<file path="config.mk">
export PLATFORM = sky130hd
export DESIGN_NAME = camera_angle_ctrl
export DESIGN_NICKNAME = d
export VERILOG_FILES = /design/src/rtl/camera_angle_ctrl.sv
export SDC_FILE = /design/constraint.sdc
export NUM_CORES = 1
export LEC_CHECK = 0
export BUFFER_PORTS_ARGS = -buffer_cell sky130_fd_sc_hd__buf_4
export CAP_MARGIN = 40
export CORE_AREA = 4 4 111 102
export CTS_CLUSTER_SIZE = 40
export DETAILED_ROUTE_END_ITERATION = 12
export DIE_AREA = 0 0 115 106
export GPL_ROUTABILITY_DRIVEN = 0
export PLACE_DENSITY = 0.75
export SKIP_LAST_GASP = 1
export SLEW_MARGIN = 30
export SYNTH_ARGS = -nofsm -noshare
export SYNTH_HDL_FRONTEND = slang
export SYNTH_SLANG_ARGS = --single-unit
</file>
<file path="constraint.sdc">
create_clock -name clk -period 2.8 [get_ports clk]
set_input_delay 0.7 -clock clk [delete_from_list [all_inputs] [get_ports clk]]
set_output_delay 0.7 -clock clk [all_outputs]
set_load 0.03 [all_outputs]
</file>
<file path="src/rtl/camera_angle_ctrl.sv">
`default_nettype none
// camera_angle_ctrl: tracks the heading index and commits one angle-ROM word per frame as Q8.8 camera params.
// Optional build macro CAM_TURN_ACCEL_EN: double-rate turning after four consecutive held-turn frames.
module camera_angle_ctrl #(
  parameter int N_ANGLES = 126,
  parameter int ADDR_W   = 7
) (
  input  logic              clk,
  input  logic              rst,
  input  logic              frame_start,
  input  logic              turn_left,
  input  logic              turn_right,
  output logic [ADDR_W-1:0] rom_addr,
  input  logic [79:0]       rom_data,
  output logic [15:0]       dir_x,
  output logic [15:0]       dir_y,
  output logic [15:0]       plane_x,
  output logic [15:0]       plane_y,
  output logic [15:0]       inv_det,
  output logic [ADDR_W-1:0] angle_idx,
  output logic              cam_valid,
  output logic              cam_update,
  output logic              busy
);

  localparam logic [ADDR_W:0] c_N = (ADDR_W+1)'(N_ANGLES);

  typedef enum logic [1:0] {
    S_IDLE    = 2'd0,
    S_FETCH   = 2'd1,
    S_CAPTURE = 2'd2
  } state_t;

  state_t              r_state;
  state_t              w_state_nxt;
  logic                w_accept;
  logic                w_commit;
  logic [ADDR_W-1:0]   r_rom_addr;
  logic [ADDR_W-1:0]   r_angle_idx;
  logic [15:0]         r_dir_x, r_dir_y, r_plane_x, r_plane_y, r_inv_det;
  logic                r_cam_valid;
  logic                r_cam_update;

  logic                w_right_only;
  logic                w_left_only;
  logic                w_step_nz;
  logic [ADDR_W:0]     w_mag;
  logic [ADDR_W:0]     w_base;
  logic [ADDR_W:0]     w_sum;
  logic [ADDR_W:0]     w_next;

  assign w_right_only = turn_right & ~turn_left;
  assign w_left_only  = turn_left & ~turn_right;
  assign w_step_nz    = w_right_only | w_left_only;

`ifdef CAM_TURN_ACCEL_EN
  logic       r_hold_right;
  logic [2:0] r_hold_cnt;
  logic       w_sample;
  logic       w_same_dir;

  assign w_sample   = (r_state == S_IDLE) & frame_start;
  assign w_same_dir = (r_hold_cnt != 3'd0) && (r_hold_right == turn_right);
  assign w_mag      = (w_same_dir && (r_hold_cnt >= 3'd4)) ? (ADDR_W+1)'(2) : (ADDR_W+1)'(1);

  // Only accepted frame_start pulses (sampled in IDLE) advance or clear the hold counter.
  always_ff @(posedge clk) begin
    if (rst) begin
      r_hold_cnt   <= 3'd0;
      r_hold_right <= 1'b0;
    end else if (w_sample) begin
      if (w_step_nz) begin
        if (w_same_dir)
          r_hold_cnt <= (r_hold_cnt == 3'd7) ? 3'd7 : r_hold_cnt + 3'd1;
        else
          r_hold_cnt <= 3'd1;
        r_hold_right <= turn_right;
      end else begin
        r_hold_cnt <= 3'd0;
      end
    end
  end
`else
  assign w_mag = (ADDR_W+1)'(1);
`endif

  // Wrap explicitly against N_ANGLES; plain ADDR_W overflow would wrap at 128.
  assign w_base = {1'b0, r_angle_idx};
  assign w_sum  = w_base + w_mag;
  always_comb begin
    w_next = w_base;
    if (w_right_only)
      w_next = (w_sum >= c_N) ? (w_sum - c_N) : w_sum;
    else if (w_left_only)
      w_next = (w_base >= w_mag) ? (w_base - w_mag) : (w_base + c_N - w_mag);
  end

  always_comb begin
    w_state_nxt = r_state;
    w_accept    = 1'b0;
    w_commit    = 1'b0;
    case (r_state)
      S_IDLE: begin
        if (frame_start && w_step_nz) begin
          w_accept    = 1'b1;
          w_state_nxt = S_FETCH;
        end
      end
      S_FETCH:   w_state_nxt = S_CAPTURE;
      S_CAPTURE: begin
        w_commit    = 1'b1;
        w_state_nxt = S_IDLE;
      end
      default:   w_state_nxt = S_IDLE;
    endcase
  end

  // Reset lands in FETCH with address 0 so the first word loads without a frame_start.
  always_ff @(posedge clk) begin
    if (rst) begin
      r_state      <= S_FETCH;
      r_rom_addr   <= '0;
      r_angle_idx  <= '0;
      r_dir_x      <= 16'd0;
      r_dir_y      <= 16'd0;
      r_plane_x    <= 16'd0;
      r_plane_y    <= 16'd0;
      r_inv_det    <= 16'd0;
      r_cam_valid  <= 1'b0;
      r_cam_update <= 1'b0;
    end else begin
      r_state      <= w_state_nxt;
      r_cam_update <= w_commit;
      if (w_accept)
        r_rom_addr <= w_next[ADDR_W-1:0];
      if (w_commit) begin
        r_dir_x     <= rom_data[79:64];
        r_dir_y     <= rom_data[63:48];
        r_plane_x   <= rom_data[47:32];
        r_plane_y   <= rom_data[31:16];
        r_inv_det   <= rom_data[15:0];
        r_angle_idx <= r_rom_addr;
        r_cam_valid <= 1'b1;
      end
    end
  end

  assign rom_addr   = r_rom_addr;
  assign angle_idx  = r_angle_idx;
  assign dir_x      = r_dir_x;
  assign dir_y      = r_dir_y;
  assign plane_x    = r_plane_x;
  assign plane_y    = r_plane_y;
  assign inv_det    = r_inv_det;
  assign cam_valid  = r_cam_valid;
  assign cam_update = r_cam_update;
  assign busy       = (r_state != S_IDLE);

endmodule
`default_nettype wire

</file>
# == After elaboration in Yosys (flattened, before gate mapping) ==
# Index checks and enable logic that the tools add are counted.
# totals
reg_bits,98
input_bits,85
out_inout_bits,97
wordCells,37
# op_classes
addsub,5
order_cmp,2
eq_ne,3
mux,9
n_bitwise,5
reduce_logical,3
# op_table
op,count
2-to-1 mux 7 bit,4
"subtractor 7 x 1 -> 7 bit, second input constant",2
"adder 7 x 1 -> 8 bit, second input constant",1
"greater-or-equal comparator 8 x 7 -> 1 bit, second input constant",1
"adder 7 bit, second input constant",1
"greater-or-equal comparator 7 x 1 -> 1 bit, second input constant",1
"subtractor 7 bit, second input constant",1
case mux 2 bit (2 select lines),1
2-to-1 mux 1 bit,3
AND 1 bit,2
"equality test 2 x 1 -> 1 bit, second input constant",1
"equality test 2 bit, second input constant",1
zero test 2 bit,1
2-to-1 mux 2 bit,1
"inequality test 2 bit, second input constant",1
inverter 1 bit,2
nonzero test 2 bit,1
logical AND 1 bit,1
OR 1 bit,1

# == Logic depth before layout (Yosys ltp) ==
# Gate-level depths: netlist of the first run.
# logic_depth
word_depth,6
depth_mapped,8
depth_no_buf,7

# == Worst setup path after synthesis of the first run ==
# No wires, ideal clock.
# synth_timing
path_type,reg2reg
from,register r_angle_idx[0] (netlist: angle_idx[0])
to,register r_rom_addr[2] (netlist: rom_addr[2])
setup_ns,0.091
arrival_ns,2.083
required_ns,2.709
slack_ns,0.626
stages_incl_launch_ff,8
n_path_buf,1
period_less_slack_ns,2.174
path_cell_list,dfxtp_1 -> buf_2 -> inv_1 -> ha_1 -> ha_1 -> mux2i_1 -> a311o_1 -> a311oi_1
# synth_between
elab_chain_len,5
word_cells_on_any_way,11
classes_between,5 x add/sub; 2 x order compare; 4 x mux
# synth_lines
item,line_no,source
"start, declared",39,logic [ADDR_W-1:0] r_angle_idx;
"start signal, assigned",142,r_angle_idx <= r_rom_addr;
adder 7 bit,95,w_next = (w_base >= w_mag) ? (w_base - w_mag) : (w_base + c_N - w_mag);
subtractor 7 x 1 -> 7 bit,95,
2-to-1 mux 7 bit,95,
2-to-1 mux 7 bit,94,else if (w_left_only)
2-to-1 mux 7 bit *,92,if (w_right_only)
"end signal, assigned",135,r_rom_addr <= w_next[ADDR_W-1:0];
"end, declared",38,logic [ADDR_W-1:0] r_rom_addr;
# Mark *: on every way between the ends. The rest lies on a longest branch, timed or not.
# A chain may end at the register's enable or synchronous reset.

# == Worst setup path after layout of the first run ==
# layout_timing
from,register r_angle_idx[0] (netlist: angle_idx[0])
to,register r_rom_addr[3] (netlist: rom_addr[3])
# The elaborated chain is that of the path after synthesis.

==> results of run 1 <==
[worst max-delay path, cell delays in order (launching register included)]
cell and delay, ns:
dfxtp_1 0.56, ha_1 0.42, xor2_1 0.25, ha_1 0.22, nand4_1 0.11, a211o_1 0.33
a41o_1 0.20, a21oi_1 0.12
[cells in the mapped netlist (all sizes together), types with 2 or more instances]
cell type    n
nand2      183
dfxtp       98
a21oi       93
clkbuf      35
nor2        14
inv         10
buf          6
ha           6
nand3        6
xnor2        6
a31oi        4
mux2i        4
nor3         4
o21ai        4
a211o        3
nand2b       3
nand3b       3
nand4        3
o21a         3
a311o        2
a311oi       2
and3         2
nor2b        2
nor4b        2
or2          2
[per-layer routing]
layer,GRT usage,up-vias
met5,0,-
met4,0.0570,0
met3,0.0649,22
met2,0.312,157
met1,0.219,1901
li1,-,2010
[where the power goes]
group / switching [W] / leakage (nW) / total (W) / internal (W)
Sequential: 0.0000316 / 0.795 / 0.00147 / 0.00144
Combinational: 0.000240 / 1.47 / 0.000429 / 0.000188
Clock: 0.000509 / 0.148 / 0.00122 / 0.000711
[logic make-up (layout without fill, tap and decap cells)]
group | Yosys count | after routing
multiplexers | 4 | 4
adder cells (fa/ha/maj) | 6 | 6
flip-flops | 98 | 98
AND/OR/NAND/NOR | 230 | 230
XOR/XNOR | 7 | 7
AO/OA/AOI/OAI | 120 | 120
buffers and inverters | 51 | 212
[area by class of cell]
cell class,count,area share
Clock buffer,10,0.0417
Clock inverter,5,0.00939
Inverter,10,0.00655
Multi-Input combinational cell,367,0.322
Sequential cell,98,0.342
Tap cell,129,0.0282
Timing Repair Buffer,187,0.249
[through the flow]
| step | utilization | hold slack (ns) | setup slack (ns) | std cells |
|---|---|---|---|---|
| after floorplan | - | 0.503 | 0.626 | 516 |
| after global placement | 0.535 | 0.443 | 0.664 | 791 |
| after CTS | 0.564 | 0.456 | 0.548 | 806 |
| after global routing | 0.564 | 0.474 | 0.368 | 806 |
| after detailed placement | 0.535 | 0.447 | 0.584 | 791 |
| final | 0.564 | 0.454 | 0.508 | 806 |
[worst max path at each step]
stage | slack (ns) | cells after the start | end | startpoint
2_1_floorplan | 0.63 | 7 | rom_addr[2] | angle_idx[0]
3_3_place_gp | 0.66 | 7 | rom_addr[6] | turn_left
3_5_place_dp | 0.58 | 7 | rom_addr[3] | angle_idx[0]
4_1_cts | 0.55 | 7 | rom_addr[3] | angle_idx[0]
5_1_grt | 0.37 | 7 | rom_addr[3] | angle_idx[0]
6_report | 0.51 | 7 | rom_addr[3] | angle_idx[0]
[state kept, by name, indices dropped and copies added, names as in the netlist]
register    count
angle_idx       7
cam_update      1
cam_valid       1
dir_x          16
dir_y          16
inv_det        16
plane_x        16
plane_y        16
r_state         2
rom_addr        7
==> reports/metrics.cfg, run 1 <==
[sta]
max-slew-margin-rel=0.550
tns_ns=0
fin_skew_ns=0.00287
fin_crit_sh=0.818
hold_viol=0
rsz0062_at_grt=false
worst_slew_pin_slew_ns=0.675
fmax_ghz=0.436
slew_viol_final=0
setup_violations=0
timing.final.crit_period_ns=2.29

[cts]
clk_latency_ns=0.33
cts_buffer_depth=2
cts-resized-gates=0
clock_sinks=98
numCtsBuffers=9
tritoncts=built
postCtsSetupRepairBufs=0
hold_buffers=0
clkTransAtPathRegs_ns=0.07
htree_levels=3
cts-root-buf=clkbuf_16

[setup_path]
crit_type=reg2reg
r2r_slack_ns=0.51
crit_fanout=13
end_kind=flop
arrival_ns=2.55
crit-reg2reg-launch=angle_idx[0]
crit_required_ns=3.06
rr_worst_depth=7
cp-start-kind=flop
r2r-end=rom_addr[3]

[detailed_routing]
routed_wl_um=11500
met2_length_um=5740
ant_nets=0
drcViolationCount=0
met1_length_um=4560
met3_wirelength_um=1050
first_pass_iters=6
wl_per_cell_um=14.3
dr.first_iter.drc_count=278
routed.top_layer=met4
vias=4090
vias_per_cell=5.07

[synthesis]
synth_xor_area_frac=0.0153
synth_area_leader_cell=dfxtp_1
synth_area_um2=4000
synthDominantCellAreaShare=0.490
async_flop_share=0
synth.distinct_cells=45
synth_area_leaders=dfxtp_1 49%, nand2_1 17%, a21oi_1 12%
synth_edf_count=0
yosys.area_share.simple=0.246
synth_nets=607
synthFlopType=dfxtp_1
synthMuxAreaShare=0.0100
synthAdderAreaFrac=0.0188
yosysWarnings=0
syn_avg_cell_area_um2=7.75
seq_area_frac_synth=0.490
ys_ff_latch=98
synth_compound_area_frac=0.169
synthCells=516
synth_top_family_by_area=simple AND/OR/NAND/NOR gates

[final_layout]
multiInputGateArea_um2=1850
antenna_cells=0
mostFrequentLayoutCells=185 x buf_4, 183 x nand2_1, 98 x dfxtp_1
syn_to_final_growth_pct=43.2
final_nets=764
regArea_um2=1960
n_fill_cell=925
final_cell_area_um2=5730
final_common_cell=buf_4
drive_gt1_frac=0.312

[power]
peakVddDrop_mv=0.370
powerDensity_nw_per_um2=545
finalPower_w=0.00312
total_leakage_power_nw=2.41

[placed_design]
hpwl_um=8420
dpl_cell_area_um2=5440
io_buffer_count=181

[grt]
grt_overflow=0
antenna_found_initial=0
grt_pass1_wl_um=18600
grt_max_degree=61
grt_pass1_vias=3860
grt_util_all_layers=0.185

[die]
start_util=0.394
dieArea_um2=12200
core_area_um2=10200
die_y_um=106
ioPinCount=182
row_count=35
die_x_um=115

[worst_hold_path]
whs_endpoint=dir_x[13]
worstHoldStart=dir_x[13]
hold_path_depth=2
hold_class=reg2reg

[run_status]
status=finished, final reports clean

[job]
max_cap_viol_count=0

Note: power is estimated with default switching activity, not from simulation.
==> run 2, diff against run 1 <==
==> constraint.sdc (replaced) <==
create_clock -name clk -period 2.4 [get_ports clk]
set_input_delay 0.6 -clock clk [delete_from_list [all_inputs] [get_ports clk]]
set_output_delay 0.6 -clock clk [all_outputs]
set_load 0.03 [all_outputs]
==> run 2 against run 1 <==
  * Sequential share of layout area fell by 0.30 points
  * Maximum frequency rose by 2.3%
  * Design area rose by 0.94%
  * Clock skew rose by 0.0040 ns
  * Critical path type unchanged
  * Total power rose by 25%
  * Highest routed layer unchanged
  * Sequential cell count did not move
==> reports/metrics.cfg, run 2 (synthesis gave the netlist of run 1 again) <==
[final_layout]
drive_gt1_frac=0.315  ; +0.00350
antenna_cells=0  ; unchanged
final_nets=765  ; +0.13%
final_common_cell=buf_4
n_fill_cell=934  ; +0.97%
syn_to_final_growth_pct=44.5
mostFrequentLayoutCells=187 x buf_4, 183 x nand2_1, 97 x dfxtp_1

[setup_path]
crit_fanout=11  ; -2
slowest_stage=dfxtp_1
crit_required_ns=2.67  ; -0.39 ns
crit-reg2reg-launch=angle_idx[1]
end_kind=flop
path_cells=ha_1, xor2_1, ha_1, nand4_1, a211o_1, a41o_1, a21oi_1
cp-start-kind=flop
rr_worst_depth=7  ; unchanged
critical_path.max_stage_delay_ns=0.53  ; -0.03 ns
arrival_ns=2.51  ; -0.04 ns
r2r_slack_ns=0.16  ; -0.35 ns
crit_top_cell=ha_1
crit_type=reg2reg
r2r-end=rom_addr[3]

[job]
max_cap_viol_count=0  ; unchanged

[sta]
timing.final.crit_period_ns=2.24  ; -0.0522 ns
fin_crit_sh=0.933  ; +0.115
worst_slew_pin_slew_ns=0.604  ; -0.0709 ns
hold_viol=0  ; unchanged
setup_violations=0  ; unchanged
rsz0062_at_grt=false
setup_ws_ns=0.160  ; -0.348 ns
slew_viol_final=0  ; unchanged
tns_ns=0  ; unchanged
fmax_ghz=0.447  ; +2.3%
max-slew-margin-rel=0.597  ; +0.0467
fin_skew_ns=0.00684  ; +0.00398 ns
whs_ns=0.454  ; +0.000206 ns

[power]
powerDensity_nw_per_um2=672  ; +23%
peakVddDrop_mv=0.447  ; +21%
total_leakage_power_nw=2.43  ; +0.85%

[detailed_routing]
routed_wl_um=11500  ; about the same
first_pass_iters=6  ; unchanged
vias=4064  ; -0.64%
ant_nets=0  ; unchanged
vias_per_cell=5.03  ; -0.88%
dr.first_iter.drc_count=262  ; -5.8%
wl_per_cell_um=14.3  ; -0.24%
drcViolationCount=0  ; unchanged

[placed_design]
io_buffer_count=181  ; unchanged
hpwl_um=8170  ; -2.9%
dp_slack_ns=0.176  ; -0.408 ns

[cts]
cts_buffer_depth=2  ; unchanged
clkTransAtPathRegs_ns=0.07  ; about the same
tritoncts=built
htree_levels=3  ; unchanged
numCtsBuffers=9  ; unchanged
clock_sinks=98  ; unchanged
cts-root-buf=clkbuf_16
clk_latency_ns=0.34  ; about the same
hold_buffers=0  ; unchanged

[die]
ioPinCount=182  ; unchanged
row_count=35  ; unchanged
dieArea_um2=12200  ; unchanged
start_util=0.394  ; unchanged
die_x_um=115  ; unchanged
die_y_um=106  ; unchanged
core_area_um2=10200  ; unchanged

[grt]
grt_overflow=0  ; unchanged
grt_pass1_wl_um=18400  ; -1.2%
grt_max_degree=54  ; -11%
grt_util_all_layers=0.185  ; about the same
grt_pass1_vias=3864  ; +0.10%
antenna_found_initial=0  ; unchanged

[run_status]
status=finished, final reports clean

[worst_hold_path]
hold_class=reg2reg
worstHoldStart=inv_det[9]
hold_path_depth=2  ; unchanged
whs_endpoint=inv_det[9]

-- run 2: critical path, delay by kind of cell, from the launching register on --
| family | cells | cell delay, ns |
|---|---|---|
| adders and majority gates | 2 | 0.63 |
| and+or+nand+nor | 1 | 0.11 |
| AOI/OAI and AO/OA | 3 | 0.65 |
| xor gates and xnor gates | 1 | 0.25 |
| DFF | 1 | 0.53 |
-- run 2: report_power, final --
group | switching (W) | total [W] | internal, W
Combinational | 0.000281 | 0.000498 | 0.000217
Sequential | 0.0000364 | 0.00172 | 0.00168
Clock | 0.000622 | 0.00167 | 0.00105
Total | 0.000939 | 0.00389 | 0.00295
-- run 2: area by class of cell --
class,instances,area [µm²],area share
well taps,129,161,0.0279
clock inverters,6,111,0.0193
repair buffers,188,1420,0.246
inverters,10,37.5,0.00649
multi-input cells,367,1850,0.319
clock buffers,10,239,0.0413
flip-flops and latches,98,1960,0.339
-- run 2: repair_timing --
action                     in CTS  in global routing
buffers inserted                0                  0
resized for setup               0                  1
setup endpoints to repair       0                  1
-- run 2: worst max-delay path by stage --
stage                  end  depth (start not counted)  slack, ns         start
2_1_floorplan  rom_addr[2]                          7       0.23  angle_idx[0]
3_3_place_gp   rom_addr[3]                          7       0.31  angle_idx[0]
3_5_place_dp   rom_addr[3]                          7       0.18  angle_idx[0]
4_1_cts        rom_addr[3]                          7       0.16  angle_idx[0]
5_1_grt        rom_addr[3]                          7       0.02  angle_idx[1]
6_report       rom_addr[3]                          7       0.16  angle_idx[1]
-- run 2: stage by stage --
stage	util	instance area [µm²]	power, W	cells
floorplan	-	4000	0.00202	516
global placement	0.535	5430	0.00225	792
detailed placement	0.535	5430	0.00226	792
CTS	0.569	5780	0.00393	808
global route	0.569	5780	0.00405	808
finish	0.569	5780	0.00389	808
-- run 2: layer usage --
metal	share of wire	vias up	track usage
li1	-	2018	-
met4	0.017	0	0.0528
met5	0	-	0
met3	0.093	21	0.0689
met1	0.40	1859	0.213
met2	0.49	166	0.317
